===== src/rtl/hue_pkg.sv =====
// Shared constants, types and sideband payload for the RGB-to-hue pixel pipeline.
package hue_pkg;

  localparam int unsigned COLOR_DEPTH = 8;
  localparam int unsigned RGB_W       = 3 * COLOR_DEPTH;
  localparam int unsigned HUE_W       = COLOR_DEPTH;
  localparam int unsigned SAT_MIN     = 16;

  localparam int unsigned HUE_SECTOR  = 43;
  localparam logic [HUE_W-1:0] HUE_BASE_R = 8'd0;
  localparam logic [HUE_W-1:0] HUE_BASE_G = 8'd85;
  localparam logic [HUE_W-1:0] HUE_BASE_B = 8'd171;

  localparam int unsigned DIV_STAGES  = 6;
  localparam int unsigned LATENCY     = 9;

  localparam int unsigned DVD_W       = 14;
  localparam int unsigned DSR_W       = COLOR_DEPTH;
  localparam int unsigned QUO_W       = DIV_STAGES;

  typedef enum logic {
    IDLE,
    ACTIVE
  } state_e;

  typedef enum logic [1:0] {
    SEL_R,
    SEL_G,
    SEL_B
  } max_sel_e;

  // Per-pixel tags and hue-assembly fields carried alongside the divider
  typedef struct packed {
    logic             sof;
    logic             eof;
    logic             neg;
    logic             zero;
    logic [HUE_W-1:0] base;
  } side_t;

endpackage


===== src/rtl/rgb_hue_stream_if.sv =====
// Pixel-in / hue-out stream bundle; master drives pixels, slave is the converter.
interface rgb_hue_stream_if;
  import hue_pkg::*;

  logic             in_valid;
  logic             in_sof;
  logic [RGB_W-1:0] in_rgb;
  logic             out_valid;
  logic [HUE_W-1:0] out_hue;
  logic             out_sof_pre;
  logic             out_eof;
  logic             frame_err;

  modport master (
    output in_valid, in_sof, in_rgb,
    input  out_valid, out_hue, out_sof_pre, out_eof, frame_err
  );

  modport slave (
    input  in_valid, in_sof, in_rgb,
    output out_valid, out_hue, out_sof_pre, out_eof, frame_err
  );

endinterface


===== src/rtl/hue_div_pipe.sv =====
// Six-stage restoring divider, one quotient bit per stage, MSB first; valid and sideband ride along.
module hue_div_pipe
  import hue_pkg::*;
(
  input  logic             clk,
  input  logic             rst,
  input  logic             vld_i,
  input  side_t            side_i,
  input  logic [DVD_W-1:0] dividend_i,
  input  logic [DSR_W-1:0] divisor_i,
  output logic             vld_o,
  output side_t            side_o,
  output logic [QUO_W-1:0] quo_o
);

  logic [DIV_STAGES-1:0] vld_q;
  side_t                 side_q [DIV_STAGES];
  logic [QUO_W-1:0]      quo_q  [DIV_STAGES];
  logic [DVD_W-1:0]      rem_q  [DIV_STAGES-1];
  logic [DSR_W-1:0]      dsr_q  [DIV_STAGES-1];

  logic [DVD_W-1:0]      rem_in [DIV_STAGES];
  logic [DSR_W-1:0]      dsr_in [DIV_STAGES];
  logic [QUO_W-1:0]      quo_in [DIV_STAGES];
  logic [DVD_W-1:0]      trial  [DIV_STAGES];
  logic [DIV_STAGES-1:0] take;

  // Quotient is known to fit in QUO_W bits (|num| <= delta), so the first trial is divisor << (QUO_W-1)
  always_comb begin
    rem_in[0] = dividend_i;
    dsr_in[0] = divisor_i;
    quo_in[0] = '0;
    for (int i = 1; i < DIV_STAGES; i++) begin
      rem_in[i] = rem_q[i-1];
      dsr_in[i] = dsr_q[i-1];
      quo_in[i] = quo_q[i-1];
    end
    for (int i = 0; i < DIV_STAGES; i++) begin
      trial[i] = DVD_W'(dsr_in[i]) << (DIV_STAGES - 1 - i);
      take[i]  = (rem_in[i] >= trial[i]);
    end
  end

  always_ff @(posedge clk or posedge rst) begin
    if (rst) begin
      vld_q <= '0;
      for (int i = 0; i < DIV_STAGES; i++) begin
        side_q[i] <= '0;
        quo_q[i]  <= '0;
      end
      for (int i = 0; i < DIV_STAGES - 1; i++) begin
        rem_q[i] <= '0;
        dsr_q[i] <= '0;
      end
    end else begin
      vld_q     <= {vld_q[DIV_STAGES-2:0], vld_i};
      side_q[0] <= side_i;
      for (int i = 1; i < DIV_STAGES; i++) begin
        side_q[i] <= side_q[i-1];
      end
      for (int i = 0; i < DIV_STAGES; i++) begin
        quo_q[i] <= quo_in[i] | (QUO_W'(take[i]) << (DIV_STAGES - 1 - i));
      end
      for (int i = 0; i < DIV_STAGES - 1; i++) begin
        rem_q[i] <= take[i] ? (rem_in[i] - trial[i]) : rem_in[i];
        dsr_q[i] <= dsr_in[i];
      end
    end
  end

  assign vld_o  = vld_q[DIV_STAGES-1];
  assign side_o = side_q[DIV_STAGES-1];
  assign quo_o  = quo_q[DIV_STAGES-1];

endmodule


===== src/rtl/rgb_hue_stream.sv =====
// Raster RGB to 8-bit hue converter, 1 pixel/clk, 9-cycle latency, frame tagging.
// Define LOW_SAT_GATE_EN to force hue 0 for pixels whose max-min is below SAT_MIN.
module rgb_hue_stream
  import hue_pkg::*;
#(
  parameter int unsigned WIDTH = 410,
  parameter int unsigned DEPTH = 361
) (
  input logic             clk,
  input logic             rst,
  rgb_hue_stream_if.slave bus
);

  localparam int unsigned PIX_N = WIDTH * DEPTH;
  localparam int unsigned CNT_W = $clog2(PIX_N);
  localparam logic [CNT_W-1:0] LAST = CNT_W'(PIX_N - 1);

  state_e           state_q;
  logic [CNT_W-1:0] cnt_q;
  logic             err_q;

  logic             s1_vld_q, s1_sof_q, s1_eof_q;
  logic [COLOR_DEPTH-1:0] s1_r_q, s1_g_q, s1_b_q, s1_max_q, s1_min_q;
  max_sel_e         s1_sel_q;

  logic             s2_vld_q;
  side_t            s2_side_q;
  logic [DVD_W-1:0] s2_dvd_q;
  logic [DSR_W-1:0] s2_dsr_q;

  logic             div_vld;
  side_t            div_side;
  logic [QUO_W-1:0] div_quo;

  logic             out_valid_q, out_eof_q;
  logic [HUE_W-1:0] out_hue_q;

  logic [CNT_W-1:0] pix_idx;
  logic             accept, is_last;
  logic [COLOR_DEPTH-1:0] in_r, in_g, in_b, in_max, in_min;
  max_sel_e         in_sel;

  // Accept decision, pixel index and channel extremes for the incoming pixel
  always_comb begin
    in_r    = bus.in_rgb[2*COLOR_DEPTH +: COLOR_DEPTH];
    in_g    = bus.in_rgb[COLOR_DEPTH   +: COLOR_DEPTH];
    in_b    = bus.in_rgb[0             +: COLOR_DEPTH];
    pix_idx = bus.in_sof ? '0 : cnt_q;
    accept  = bus.in_valid && ((state_q == ACTIVE) || bus.in_sof);
    is_last = (pix_idx == LAST);
    if (in_r >= in_g && in_r >= in_b) begin
      in_sel = SEL_R;
      in_max = in_r;
    end else if (in_g >= in_b) begin
      in_sel = SEL_G;
      in_max = in_g;
    end else begin
      in_sel = SEL_B;
      in_max = in_b;
    end
    in_min = (in_r <= in_g) ? in_r : in_g;
    if (in_b < in_min) in_min = in_b;
  end

  // Input FSM, pixel counter and S1 register
  always_ff @(posedge clk or posedge rst) begin
    if (rst) begin
      state_q  <= IDLE;
      cnt_q    <= '0;
      err_q    <= 1'b0;
      s1_vld_q <= 1'b0;
      s1_sof_q <= 1'b0;
      s1_eof_q <= 1'b0;
      s1_r_q   <= '0;
      s1_g_q   <= '0;
      s1_b_q   <= '0;
      s1_max_q <= '0;
      s1_min_q <= '0;
      s1_sel_q <= SEL_R;
    end else begin
      err_q    <= bus.in_valid && bus.in_sof && (state_q == ACTIVE);
      s1_vld_q <= accept;
      s1_sof_q <= accept && bus.in_sof;
      s1_eof_q <= accept && is_last;
      s1_r_q   <= in_r;
      s1_g_q   <= in_g;
      s1_b_q   <= in_b;
      s1_max_q <= in_max;
      s1_min_q <= in_min;
      s1_sel_q <= in_sel;
      if (accept) begin
        state_q <= is_last ? IDLE : ACTIVE;
        cnt_q   <= is_last ? '0 : (pix_idx + CNT_W'(1));
      end
    end
  end

  logic [COLOR_DEPTH-1:0] s2_a, s2_b, s2_abs, s2_delta;
  logic [HUE_W-1:0]       s2_base;
  logic                   s2_neg, s2_zero;

  // Sector selection: num = a - b, with base hue of the dominant channel
  always_comb begin
    case (s1_sel_q)
      SEL_R:   begin s2_a = s1_g_q; s2_b = s1_b_q; s2_base = HUE_BASE_R; end
      SEL_G:   begin s2_a = s1_b_q; s2_b = s1_r_q; s2_base = HUE_BASE_G; end
      default: begin s2_a = s1_r_q; s2_b = s1_g_q; s2_base = HUE_BASE_B; end
    endcase
    s2_neg   = (s2_a < s2_b);
    s2_abs   = s2_neg ? (s2_b - s2_a) : (s2_a - s2_b);
    s2_delta = s1_max_q - s1_min_q;
`ifdef LOW_SAT_GATE_EN
    s2_zero  = (s2_delta < COLOR_DEPTH'(SAT_MIN));
`else
    s2_zero  = (s2_delta == '0);
`endif
  end

  always_ff @(posedge clk or posedge rst) begin
    if (rst) begin
      s2_vld_q  <= 1'b0;
      s2_side_q <= '0;
      s2_dvd_q  <= '0;
      s2_dsr_q  <= '0;
    end else begin
      s2_vld_q  <= s1_vld_q;
      s2_side_q <= '{sof: s1_sof_q, eof: s1_eof_q, neg: s2_neg, zero: s2_zero, base: s2_base};
      s2_dvd_q  <= DVD_W'(s2_abs) * DVD_W'(HUE_SECTOR);
      s2_dsr_q  <= s2_delta;
    end
  end

  hue_div_pipe u_div (
    .clk        (clk),
    .rst        (rst),
    .vld_i      (s2_vld_q),
    .side_i     (s2_side_q),
    .dividend_i (s2_dvd_q),
    .divisor_i  (s2_dsr_q),
    .vld_o      (div_vld),
    .side_o     (div_side),
    .quo_o      (div_quo)
  );

  logic [HUE_W-1:0] s9_off, s9_hue;

  always_comb begin
    s9_off = HUE_W'(div_quo);
    if (div_side.neg) s9_off = -s9_off;
    s9_hue = div_side.zero ? '0 : (div_side.base + s9_off);
  end

  // S9 output register
  always_ff @(posedge clk or posedge rst) begin
    if (rst) begin
      out_valid_q <= 1'b0;
      out_hue_q   <= '0;
      out_eof_q   <= 1'b0;
    end else begin
      out_valid_q <= div_vld;
      out_hue_q   <= div_vld ? s9_hue : '0;
      out_eof_q   <= div_vld && div_side.eof;
    end
  end

  assign bus.out_valid   = out_valid_q;
  assign bus.out_hue     = out_hue_q;
  assign bus.out_eof     = out_eof_q;
  assign bus.frame_err   = err_q;
  // S8 stage holds pixel 0 exactly one cycle before it leaves S9
  assign bus.out_sof_pre = div_vld && div_side.sof;

endmodule


===== src/flat_wrapper.sv =====
// flat-port wrapper written by rule: the top's interface ports become plain ports
module rgb_hue_stream_flat import hue_pkg::*;
#(
  parameter int unsigned WIDTH = 410,
  parameter int unsigned DEPTH = 361
)
  (clk, rst, bus_in_valid, bus_in_sof, bus_in_rgb, bus_out_valid, bus_out_hue, bus_out_sof_pre, bus_out_eof, bus_frame_err);
  rgb_hue_stream_if bus_i ();
  input logic clk;
  input logic rst;
  input wire logic [$bits(bus_i.in_valid)-1:0] bus_in_valid;
  input wire logic [$bits(bus_i.in_sof)-1:0] bus_in_sof;
  input wire logic [$bits(bus_i.in_rgb)-1:0] bus_in_rgb;
  output wire logic [$bits(bus_i.out_valid)-1:0] bus_out_valid;
  output wire logic [$bits(bus_i.out_hue)-1:0] bus_out_hue;
  output wire logic [$bits(bus_i.out_sof_pre)-1:0] bus_out_sof_pre;
  output wire logic [$bits(bus_i.out_eof)-1:0] bus_out_eof;
  output wire logic [$bits(bus_i.frame_err)-1:0] bus_frame_err;
  assign bus_i.in_valid = bus_in_valid;
  assign bus_i.in_sof = bus_in_sof;
  assign bus_i.in_rgb = bus_in_rgb;
  assign bus_out_valid = bus_i.out_valid;
  assign bus_out_hue = bus_i.out_hue;
  assign bus_out_sof_pre = bus_i.out_sof_pre;
  assign bus_out_eof = bus_i.out_eof;
  assign bus_frame_err = bus_i.frame_err;
  rgb_hue_stream #(.WIDTH(WIDTH), .DEPTH(DEPTH)) u_core (.clk(clk), .rst(rst), .bus(bus_i));
endmodule

===== config.mk =====
export PLATFORM = sky130hd
export DESIGN_NAME = rgb_hue_stream_flat
export DESIGN_NICKNAME = d
export VERILOG_FILES = /design/src/rtl/hue_pkg.sv /design/src/rtl/rgb_hue_stream_if.sv /design/src/rtl/hue_div_pipe.sv /design/src/rtl/rgb_hue_stream.sv /design/src/flat_wrapper.sv
export SDC_FILE = /design/constraint.sdc
export NUM_CORES = 1
export LEC_CHECK = 0
export BUFFER_PORTS_ARGS = -buffer_cell sky130_fd_sc_hd__buf_4
export CORE_MARGIN = 4
export CORE_UTILIZATION = 45
export CTS_BUF_LIST = sky130_fd_sc_hd__clkbuf_4 sky130_fd_sc_hd__clkbuf_8
export CTS_CLUSTER_SIZE = 8
export DETAILED_ROUTE_END_ITERATION = 16
export SETUP_SLACK_MARGIN = 0.02
export SLEW_MARGIN = 20
export SYNTH_ARGS = -nofsm -noshare
export SYNTH_HDL_FRONTEND = slang
export SYNTH_SLANG_ARGS = --single-unit

===== constraint.sdc =====
create_clock -name clk -period 9.6 [get_ports clk]
set_clock_uncertainty 0.15 [all_clocks]
set_input_delay 0.96 -clock clk [delete_from_list [all_inputs] [get_ports clk]]
set_output_delay 0.96 -clock clk [all_outputs]
set_load 0.1 [all_outputs]

==> metrics.yaml, run 1 <==
cts.sinks: 284
hpwlAfterDp_um: 20000
die_h_um: 188
fmax_mhz: 149
hp-start: "u_core.u_div.side_q[59]$_DFF_PP0_"
synth_area_leaders: "dfrtp_1 (49%), ha_1 (12%), inv_1 (3.9%)"
critPathLaunch: "u_core.s1_sel_q[0]$_DFF_PP0_"
yosys.area.top_type_share_pct: 48.7
firstDrtPassIters: 5
final.period_utilization_pct: 69.8
htreeDepth: 2
reg2reg_slack_ns: 2.90
max_slew.worst_pin.slew_ns: 0.957
syn_inst: 1328
cts_buffer_depth: 3
gp_congestion: 0.943
finalNetCount: 1586
cts_inserted_buffers: 47
syn_nets: 1519
hold_violations: 0
grt_pass1_wl_um: 46000
drt_iter0_drc: 339
crit_type: "reg2reg"
die_w_um: 188
setup.worst_path.end_class: "register"
track_usage_pct: 15.5
synth_area_mm2: 0.0146
core_area_mm2: 0.0318
cts_tree: "built"
path_cells: "mux2i_1 > o21ai_0 > inv_1 > ha_1 > fa_1 > nor2b_4 > o31ai_4 > a21oi_4 > nor2_4 > mux2_1 > a221oi_2 > xnor2_1 > ha_1 > inv_1 > fa_1 > fa_1 > inv_1 > ha_1 > inv_1 > o21bai_1 > a2111o_1 > a31o_1 > a21oi_1 > xnor2_1"
cp_num_buf_inv: 4
synth_area_leader_cell: "dfrtp_1"
worst_path_max_delay_cell: "dfrtp_1"
slew_headroom_pct: 36.2
num_io_pins: 40
async_flop_share_pct: 100
cpLargestDelayFamily: "adder cells"
wl_per_cell_um: 14.4
drive_gt1_share_pct: 11.9
synthFlopType: "dfrtp_1"
hold_path.class: "reg2reg"
post_cts_buffers: 0
cts_resized: 0
final.setup.tns_ns: 0
path_common_cell: "inv_1"
rsz0062_at_grt: "false"
ys_seq_area_share_pct: 48.7
grt_max_degree: 146
synth.avg_cell_area_um2: 11.0
clkTransAtPathRegs_ns: 0.06
wirelength_um: 26800
antenna_cells: 0
cp_max_fo: 18
syn_to_final_growth_pct: 12.1
status: "finished, final reports clean"
cts-hold-fix-buffers: 0
required_ns: 9.94
cts_root_buffer: "clkbuf_8"
start_kind: "register"
maxCapViolCount: 0
setup_violations: 0
grt_pass1_vias: 9659
ant_nets: 0
ys_types: 74
overflow: 0
portBuffers: 39
post-route-drc-count: 0
slew_viol_final: 0
utilization_pct: 51.4
ys_top_cells_by_count: "dfrtp_1 (284), inv_1 (152), ha_1 (145), nor2_1 (87), o21ai_0 (74)"
start_util_pct: 45.9
critPathMaxStageDelay_ns: 0.94
num_vias: 9434
yosysWarnings: 0
reg2reg_from: "u_core.s1_sel_q[0]$_DFF_PP0_"
synth-seq-cells: 284
antenna_found_initial: 0
yosysMostFrequentCell: "dfrtp_1"
drt-vias-per-instance: 5.06
synth-edff-count: 0
clk_latency_ns: 0.57
post-route-min-period_ns: 6.70
die_area_mm2: 0.0354
arrival_ns: 7.05
num_rows: 65
stage by stage:
step	instance area, µm²	hold WS, ns	worst slack (ns)	instances
after floorplan	14600	0.181	0.654	1328
after global placement	15300	0.182	3.01	1781
after detailed placement	15300	0.185	2.86	1781
after CTS	16300	0.183	2.85	1863
after global routing	16400	0.197	2.37	1863
final	16400	0.185	2.90	1863
layout make-up:
class	count	area, µm²
clock buffers	75	926
repair buffers	42	315
clock inverters	7	86.3
inverters	152	578
multi-input cells	868	6800
flip-flops and latches	284	7110
well taps	435	544
fillers	2788	15400
worst register-to-register path: cells and delay by family (launching register included):
| kind | cells | cell delay [ns] |
|---|---|---|
| simple gates | 2 | 0.42 |
| xor+xnor | 2 | 0.40 |
| compound gates | 8 | 1.65 |
| fa+ha+maj | 6 | 2.14 |
| flops | 1 | 0.94 |
| buf+inv | 4 | 0.28 |
| mux | 2 | 0.64 |
worst paths after layout:
| check | endpoint | cells past startpoint |
|---|---|---|
| max | u_core.s2_dvd_q[12]$_DFF_PP0_ | 24 |
| min | u_core.u_div.side_q[47]$_DFF_PP0_ | 0 |
| max reg2reg | u_core.s2_dvd_q[12]$_DFF_PP0_ | 24 |
| min reg2reg | u_core.u_div.side_q[47]$_DFF_PP0_ | 0 |
| max in group asynchronous | u_core.u_div.side_q[59]$_DFF_PP0_ | 3 |
| min in group asynchronous | u_core.bus.out_hue[6]$_DFF_PP0_ | 2 |
routing by layer:
metal  share of wire, %  track usage (%)  vias up  routed length [µm]
met4                3.4             6.21        0                 908
met1                 42             18.7     4524               11300
met5                  0                0        -                   0
li1                   -                -     4701                   -
met3                3.4             2.53       60                 909
met2                 51             27.8      149               13700
sequential cells by signal, indices dropped and copies added, names as in the netlist, 2 cells and up:
name and cells:
u_core.bus.out_hue 8, u_core.cnt_q 18, u_core.s1_b_q 8, u_core.s1_g_q 8, u_core.s1_max_q 8, u_core.s1_min_q 8
u_core.s1_r_q 8, u_core.s1_sel_q 2, u_core.s2_dsr_q 8, u_core.s2_dvd_q 14, u_core.s2_side_q 7, u_core.u_div.dsr_in 40
u_core.u_div.quo_in 15, u_core.u_div.quo_o 6, u_core.u_div.rem_in 70, u_core.u_div.side_o 7, u_core.u_div.side_q 35, u_core.u_div.vld_q 6
cells by family (layout without fill, tap and decap cells):
kind of cell | count (synthesis) | after routing | share of synthesized area, %
flip-flops | 284 | 284 | 48.7
buffers and inverters | 176 | 276 | 4.72
AND/OR/NAND/NOR | 308 | 308 | 10.7
multiplexers | 73 | 73 | 5.26
XOR/XNOR | 61 | 61 | 3.66
AO/OA/AOI/OAI | 263 | 263 | 12.0
adder cells (fa/ha/maj) | 163 | 163 | 14.9
cell usage in the layout, fill, tap and decap left out, types with 7 or more instances in the layout:
master,n
nor3_1,24
mux2_2,19
nand2b_1,20
nor2b_1,31
o21a_1,19
inv_1,151
nor2_1,87
nand2_1,62
dfrtp_1,284
nand3_1,24
nand4_1,10
xor2_1,20
o31ai_1,14
ha_1,145
clkbuf_8,58
a21o_1,20
fa_1,18
xnor2_1,41
o21ai_0,73
a21oi_1,71
mux2i_1,47
clkbuf_4,17
o21ai_1,7
nor4_1,10
buf_4,42
Power of run 1 is not shown: default switching activity piles up to over one toggle a cycle in this logic, so the estimate is an artifact.
==> run 2: changes to the inputs <==
Clock period 9.6 ns to 6.1 ns, I/O delays scaled along.
==> run 2 against run 1 <==
Against the previous run: final area up 2.9%; via count up 2.4%; global-route usage rose by 0.094 points; sequential cell count unchanged; largest cell class unchanged; register-to-register slack worse by 2.6 ns; die area unchanged.
==> metrics.yaml, run 2 (synthesis results as in run 1) <==
status: "finished, final reports clean"
antenna_found_initial: 0
finalNetCount: 1623
busiest_layer: "met2"
cts_inserted_buffers: 50
hpwlAfterDp_um: 19900
die_area_mm2: 0.0354
slew_headroom_pct: 40.0
num_rows: 65
clkTransAtPathRegs_ns: 0.05
grt_pass1_vias: 10000
portBuffers: 39
r2r_cells: 24
post-route-drc-count: 0
arrival_ns: 6.14
required_ns: 6.46
hold_path.class: "in2reg"
grt_use_met2_pct: 28.5
critPathLaunch: "u_core.s1_sel_q[0]$_DFF_PP0_"
slew_viol_final: 0
fmax_mhz: 173
post-route-min-period_ns: 5.78
crit_path_end: "u_core.s2_dvd_q[12]$_DFF_PP0_"
drive_gt1_share_pct: 14.0
htreeDepth: 2
start_kind: "register"
final_cell_mix: "dfrtp_1 (282), inv_1 (151), ha_1 (145), nor2_1 (87), o21ai_0 (70)"
maxCapViolCount: 0
final_common_cell: "dfrtp_1"
reg2reg_slack_ns: 0.32
r2r_end: "u_core.s2_dvd_q[12]$_DFF_PP0_"
start_util_pct: 45.9
drt_iter0_drc: 338
fillers: 2843
met3_usage_pct: 2.70
num_vias: 9663
num_io_pins: 40
firstDrtPassIters: 4
grt_max_degree: 166
track_usage_pct: 15.6
setup_violations: 0
die_h_um: 188
cts_buffer_depth: 3
cts.sinks: 284
cp_max_fo: 6
grt_pass1_wl_um: 46400
rsz0062_at_grt: "true"
largest_reg_flops: 70
die_w_um: 188
max_slew.worst_pin.slew_ns: 0.901
met1_usage_pct: 18.1
drt-vias-per-instance: 5.08
setup.worst_path.end_class: "register"
overflow: 0
crit_type: "reg2reg"
cts_tree: "built"
final.setup.tns_ns: 0
antenna_cells: 0
wirelength_um: 27000
gp_congestion: 0.929
syn_to_final_growth_pct: 15.3
reg2reg_from: "u_core.s1_sel_q[0]$_DFF_PP0_"
wl_per_cell_um: 14.2
clk_latency_ns: 0.59
final.period_utilization_pct: 94.8
ant_nets: 0
cts_root_buffer: "clkbuf_8"
core_area_mm2: 0.0318
hold_violations: 0
[run 2: changes by cell type in the layout (fill, tap and decap cells not counted), sizes merged]
cell	change
inv	-1
buf	+19
clkbuf	+3
dlygate4sd3	+15
clkinvlp	+1
clkinv	+3
[run 2: repair_timing]
action / CTS / global route
hold buffers: 15 / 0
hold endpoints to repair: 46 / 0
endpoints found under the setup margin: 0 / 4
gates resized for setup: 0 / 14
buffers inserted: 0 / 7
[run 2: worst min path at each step]
stage,cells past startpoint,to,startpoint,slack (ns)
2_1_floorplan,0,u_core.s2_side_q[10]$_DFF_PP0_,u_core.s1_eof_q$_DFF_PP0_,0.18
3_3_place_gp,0,u_core.u_div.side_o[10]$_DFF_PP0_,u_core.u_div.side_q[22]$_DFF_PP0_,0.18
3_5_place_dp,0,u_core.u_div.quo_in[3]$_DFF_PP0_,u_core.u_div.quo_in[9]$_DFF_PP0_,0.18
4_1_cts,1,u_core.s1_g_q[5]$_DFF_PP0_,bus_in_rgb[13],0.004
5_1_grt,1,u_core.s1_g_q[5]$_DFF_PP0_,bus_in_rgb[13],0.0003
6_report,1,u_core.s1_g_q[5]$_DFF_PP0_,bus_in_rgb[13],0.05
[run 2: per-stage QoR]
| step | cells | instance area, µm² | hold WS [ns] | setup WS, ns | utilization, % |
|---|---|---|---|---|---|
| after floorplan | 1328 | 14600 | 0.181 | 0.0651 | - |
| after detailed placement | 1793 | 15400 | 0.185 | 0.0990 | 48.6 |
| after CTS | 1896 | 16700 | 0.00412 | 0.0874 | 52.5 |
| after global placement | 1793 | 15400 | 0.181 | 0.229 | 48.6 |
| after global routing | 1903 | 16800 | 0.000306 | 0.00494 | 52.9 |
| final | 1903 | 16800 | 0.0478 | 0.320 | 52.9 |
[run 2: final cells by class]
type / instances / area (µm²) / area share (%)
Timing Repair Buffer: 76 / 637 / 3.79
Multi-Input combinational cell: 868 / 6850 / 40.7
Tap cell: 435 / 544 / 3.24
Inverter: 152 / 574 / 3.41
Sequential cell: 284 / 7110 / 42.3
Clock buffer: 78 / 1000 / 5.97
Clock inverter: 10 / 104 / 0.617
[run 2: per-layer routing]
layer  share of wire [%]  up-vias
li1                    -     4774
met1                  41     4674
met2                  52      150
met3                 3.2       65
met4                 3.9        0
met5                   0        -
[run 2: worst max-delay path: stages, from the launching register on]
cell and delay (ns):
dfrtp_2 0.46, buf_4 0.15, mux2i_1 0.12, o21ai_0 0.12, ha_1 0.25, fa_2 0.37
nor2b_4 0.15, o31ai_4 0.08, a21oi_4 0.21, nor2_4 0.05, mux2_1 0.34, a221oi_2 0.31
xnor2_2 0.19, ha_1 0.28, inv_1 0.07, fa_1 0.43, fa_1 0.55, inv_1 0.04
ha_1 0.33, inv_1 0.07, o21bai_1 0.09, a2111o_1 0.40, a31o_1 0.23, a21oi_2 0.16
xnor2_1 0.12
Power of run 2 is left out for the same reason.
